==> src/rtl/logic2048_single_line.sv <==
// One-row 2048 move/merge engine: compacts a 4-cell line toward cell 0, merges equal
// neighbours once per move, and registers the result with a one-cycle latency.
module logic2048_single_line (
  input  logic       clk,
  input  logic       rst,
  input  logic       in_valid,
  input  logic [3:0] x0,
  input  logic [3:0] x1,
  input  logic [3:0] x2,
  input  logic [3:0] x3,
  output logic       out_valid,
  output logic [3:0] y0,
  output logic [3:0] y1,
  output logic [3:0] y2,
  output logic [3:0] y3,
  output logic       moved,
  output logic [1:0] merge_count,
  output logic       saturated
);

  logic [3:0][3:0] x_in;
  logic [3:0][3:0] comp;
  logic [3:0][3:0] res;
  logic [2:0]      cpos;
  logic [2:0]      rpos;
  logic [3:0]      pair_eq;
  logic            skip;
  logic [1:0]      mc;
  logic            sat;

  logic            out_valid_d, out_valid_q;
  logic [3:0][3:0] y_d, y_q;
  logic            moved_d, moved_q;
  logic [1:0]      merge_count_d, merge_count_q;
  logic            saturated_d, saturated_q;

  assign x_in = {x3, x2, x1, x0};

  // Slide nonzero tiles toward cell 0, preserving order.
  always_comb begin
    comp = '0;
    cpos = '0;
    for (int i = 0; i < 4; i++) begin
      if (x_in[i] != 4'd0) begin
        comp[cpos[1:0]] = x_in[i];
        cpos            = cpos + 3'd1;
      end
    end
  end

  // Merge scan from cell 0; a merged pair consumes both tiles so results never re-merge.
  always_comb begin
    pair_eq[0] = (comp[0] != 4'd0) && (comp[0] == comp[1]);
    pair_eq[1] = (comp[1] != 4'd0) && (comp[1] == comp[2]);
    pair_eq[2] = (comp[2] != 4'd0) && (comp[2] == comp[3]);
    pair_eq[3] = 1'b0;
    res  = '0;
    rpos = '0;
    skip = 1'b0;
    mc   = '0;
    sat  = 1'b0;
    for (int i = 0; i < 4; i++) begin
      if (skip) begin
        skip = 1'b0;
      end else if (pair_eq[i]) begin
        if (comp[i] == 4'd15) begin
          res[rpos[1:0]] = 4'd15;
          sat            = 1'b1;
        end else begin
          res[rpos[1:0]] = comp[i] + 4'd1;
        end
        rpos = rpos + 3'd1;
        mc   = mc + 2'd1;
        skip = 1'b1;
      end else begin
        res[rpos[1:0]] = comp[i];
        rpos           = rpos + 3'd1;
      end
    end
  end

  always_comb begin
    out_valid_d   = in_valid;
    y_d           = y_q;
    moved_d       = moved_q;
    merge_count_d = merge_count_q;
    saturated_d   = saturated_q;
    if (in_valid) begin
      y_d           = res;
      moved_d       = (res != x_in);
      merge_count_d = mc;
      saturated_d   = sat;
    end
  end

  always_ff @(posedge clk) begin
    if (rst) begin
      out_valid_q   <= 1'b0;
      y_q           <= '0;
      moved_q       <= 1'b0;
      merge_count_q <= '0;
      saturated_q   <= 1'b0;
    end else begin
      out_valid_q   <= out_valid_d;
      y_q           <= y_d;
      moved_q       <= moved_d;
      merge_count_q <= merge_count_d;
      saturated_q   <= saturated_d;
    end
  end

  assign out_valid   = out_valid_q;
  assign y0          = y_q[0];
  assign y1          = y_q[1];
  assign y2          = y_q[2];
  assign y3          = y_q[3];
  assign moved       = moved_q;
  assign merge_count = merge_count_q;
  assign saturated   = saturated_q;

endmodule

==> config.mk <==
export PLATFORM = sky130hd
export DESIGN_NAME = logic2048_single_line
export DESIGN_NICKNAME = d
export VERILOG_FILES = /design/src/rtl/logic2048_single_line.sv
export SDC_FILE = /design/constraint.sdc
export NUM_CORES = 1
export LEC_CHECK = 0
export CAP_MARGIN = 20
export CORE_MARGIN = 5
export CORE_UTILIZATION = 57
export CTS_CLUSTER_DIAMETER = 150
export DETAILED_ROUTE_END_ITERATION = 8
export GPL_ROUTABILITY_DRIVEN = 0
export HOLD_SLACK_MARGIN = 0.08
export PLACE_DENSITY_LB_ADDON = 0.25
export SYNTH_ARGS = -nofsm -noshare
export SYNTH_HDL_FRONTEND = slang
export SYNTH_SLANG_ARGS = --single-unit
==> constraint.sdc <==
create_clock -name clk -period 6.7 [get_ports clk]
set_input_delay 1.34 -clock clk [delete_from_list [all_inputs] [get_ports clk]]
set_output_delay 1.34 -clock clk [all_outputs]
set_load 0.005 [all_outputs]
==> results.md <==
- Max Freq: 159 MHz
- Final Setup Violations: 0
- Beginning of the critical path: x1[2]
- Cell Rows: 27
- Crit-path slowest cell: or4_1
- Net switching power figure: 0.000210 W
- Global route overflow: 0
- Post-synth top area share: 0.132
- CP startpoint kind: primary input
- GR Util All Layers: 0.256
- Finished Core Util: 0.679
- Die Y: 84.8 um
- Worst hold path endpoint: y0[3]
- Worst-path fanout max: 15
- Top-count cell post-synth: nor2_1
- Final hold viol count: 0
- CP Data Arrival Time: 6410 ps
- Die area: 7200 um2
- Die width: 84.8 um
- CTS Sinks: 21
- R2r setup slk: 5910 ps
- Net Count, Synth: 442
- Post-CTS setup buffer count: 0
- Crit. End Element: flip-flop
- Post-Synth XOR/XNOR Area: 0.0604
- Via-to-Cell Ratio: 6.57
- Worst R2R End: y3[2]
- Num CTS Buffers: 3
- Final min period: 6290 ps
- Register area share after synthesis: 0.132
- Ports: 40
- Worst slew pin tran: 724 ps
- Critical Path RT: 6820 ps
- Unrepaired setup endpoints after global routing: false
- # DRC: 0
- Setup_tns: 0 ps
- Vias in the first global route: 3,141
- PwrDens: 138 nW/um2
- Warnings from Yosys: 0
- Mux cell area share after synthesis: 0.0921
- Clock Power Share: 0.161
- Max Clock Skew: 0 ps
- Share of cells above drive strength 1: 0.168
- Sw frac: 0.408
- Critical path class: primary input to flip-flop
- Starting Density: 0.583
- Routed WL: 9440 um
- Max cap viols: 0
- DRT iter0 DRCs: 351
- Vias after detailed routing: 3,409
- Leak pwr: 1.40 nW
- Area growth syn-to-layout: 16.4%
- Post-Synthesis Cell Area: 3190 um2
- WHS Path Cells: 2
- DRT Pass-1 Iters: 5
- Fin. max-slew vios: 0
- Worst min path class: flip-flop to flip-flop
- Mean Syn Cell Area: 7.73 um2
- Largest family of logic cells by synthesized area: compound AO/OA/AOI/OAI gates
- Cell accounting for the most synthesized area: dfxtp_1
- Clock Tree Buf Depth: 2
- Most instantiated cells after synthesis: nor2_1, a21oi_1, nand2_1
- Crit-path max cell delay: 660 ps
- Outcome: finished clean
- Worst VDD drop: 0.0936 mV
- Combinational fraction of design power: 0.567
- CTS tree: done
- Worst-Skew Late Latency: 250 ps
- Antenna Cells: 0
- Largest net degree at the start of global routing: 36
- Final nets: 477
- Delay-heaviest family, CP: compound AO/OA/AOI/OAI gates
- Routed Antenna Nets: 0
- CP bufs+invs: 3
- First-pass GRT wire length: 15,300 um
- Top cells by area, synth: dfxtp_1, nor2_1, a21oi_1
- Simple logic cell fraction of the synthesized area: 0.287
- Cell Chain, Critical Path: clkdlybuf4s50_1, or4_1, ha_1, buf_4, nor2b_1, a21o_1, nand2_1, inv_1, ha_1, a211oi_1, mux2i_1, o2bb2ai_1, and2_1, mux2i_1, xnor2_1, a221o_1, a2111oi_2, a311oi_1
- Synth Area in Adders: 0.0392
- Int Power: 0.000304 W
- Filler cells: 503
- Synth Instances: 413
- Core Region: 5470 um2
- Port buffer count: 39
- Initial antenna violation count: 0
- DP HPWL: 7270 um
- Area fraction in compound gates after synthesis: 0.313
- #FFs+latches synth: 21
- DR WL/cell: 18.2 um
- Clock transition at the registers of the reported paths: 80 ps
- Ys async rst share: 0
- Top FF cell, synth: dfxtp_1
- HP Start: y0[3]
- Cts hold-fix bufs: 0
- Cells resized by post-CTS repair: 0
- Synth cell types: 82
- Reg power frac: 0.272
- Clock root buffer: clkbuf_8
- Final period util: 0.939
- RR Startpoint: y3[2]
- FF-to-FF path depth: 3
- Max-slew headroom: 0.516
- EDFF count, synth: 0
- Deepest level of the CTS H-tree: 1
sequential cells by signal, summed over array words and instances (netlist names):
signal and flops:
merge_count 2, moved 1, out_valid 1, saturated 1
y0 4, y1 4, y2 4, y3 4
worst max path at each step:
stage | endpoint | cells after the start | slack [ps]
finish | moved | 18 | 410
global route | moved | 17 | 170
CTS | moved | 18 | 460
detailed placement | moved | 18 | 190
global placement | moved | 18 | 320
floorplan | moved | 22 | 790
metal layers:
layer / track usage / share of wire / up-vias
met3: 0.0447 / 0.081 / 29
met4: 0.0820 / 0.022 / 0
met1: 0.340 / 0.43 / 1602
li1: - / - / 1619
met5: 0 / 0 / -
met2: 0.420 / 0.47 / 159
cell usage in the layout, fill, tap and decap left out, types with 8 or more instances in the layout:
master	instances
o21ai_0	13
nand2_1	30
nand2b_1	8
clkdlybuf4s50_1	39
mux2i_1	14
a21oi_1	32
xnor2_1	12
nor2_1	43
ha_1	10
a211oi_1	11
nand3_1	15
nor3_1	13
dfxtp_1	21
inv_1	16
xor2_1	10
buf_4	24
cells by family after synthesis:
logic type               count (synthesis)
XOR/XNOR                                22
buffers and inverters                   49
flip-flops                              21
adder cells (fa/ha/maj)                 10
multiplexers                            25
AO/OA/AOI/OAI                          129
AND/OR/NAND/NOR                        157
cell type report:
class                           count  area [um2]  area share
Clock buffer                        3        41.3      0.0111
Clock inverter                      1        5.00     0.00135
Inverter                           16        60.1      0.0162
Multi-Input combinational cell    343        2530       0.680
Sequential cell                    21         420       0.113
Tap cell                           72        90.1      0.0243
Timing Repair Buffer               63         571       0.154
through the flow:
stage	cells	total power (W)	cell area [um2]	setup slack (ps)	hold slack (ps)
finish	519	0.000513	3710	410	472
global placement	515	0.000420	3670	319	459
CTS	519	0.000508	3710	460	471
floorplan	413	0.000341	3190	786	462
detailed placement	515	0.000427	3670	191	458
global route	519	0.000545	3710	170	505
power by group through the flow:
stage / combinational, W / clock (W) / sequential (W)
3_5_place_dp: 0.000284 / 0 / 0.000143
2_1_floorplan: 0.000198 / 0 / 0.000143
3_3_place_gp: 0.000278 / 0 / 0.000142
6_report: 0.000291 / 0.0000827 / 0.000140
4_1_cts: 0.000285 / 0.0000834 / 0.000140
5_1_grt: 0.000314 / 0.0000892 / 0.000141
worst min-delay path, cell delays in order (launching register included):
cell	delay, ps
dfxtp_1	310
nand2b_1	60
a21oi_1	50
Power figures use the tool's default switching activity.
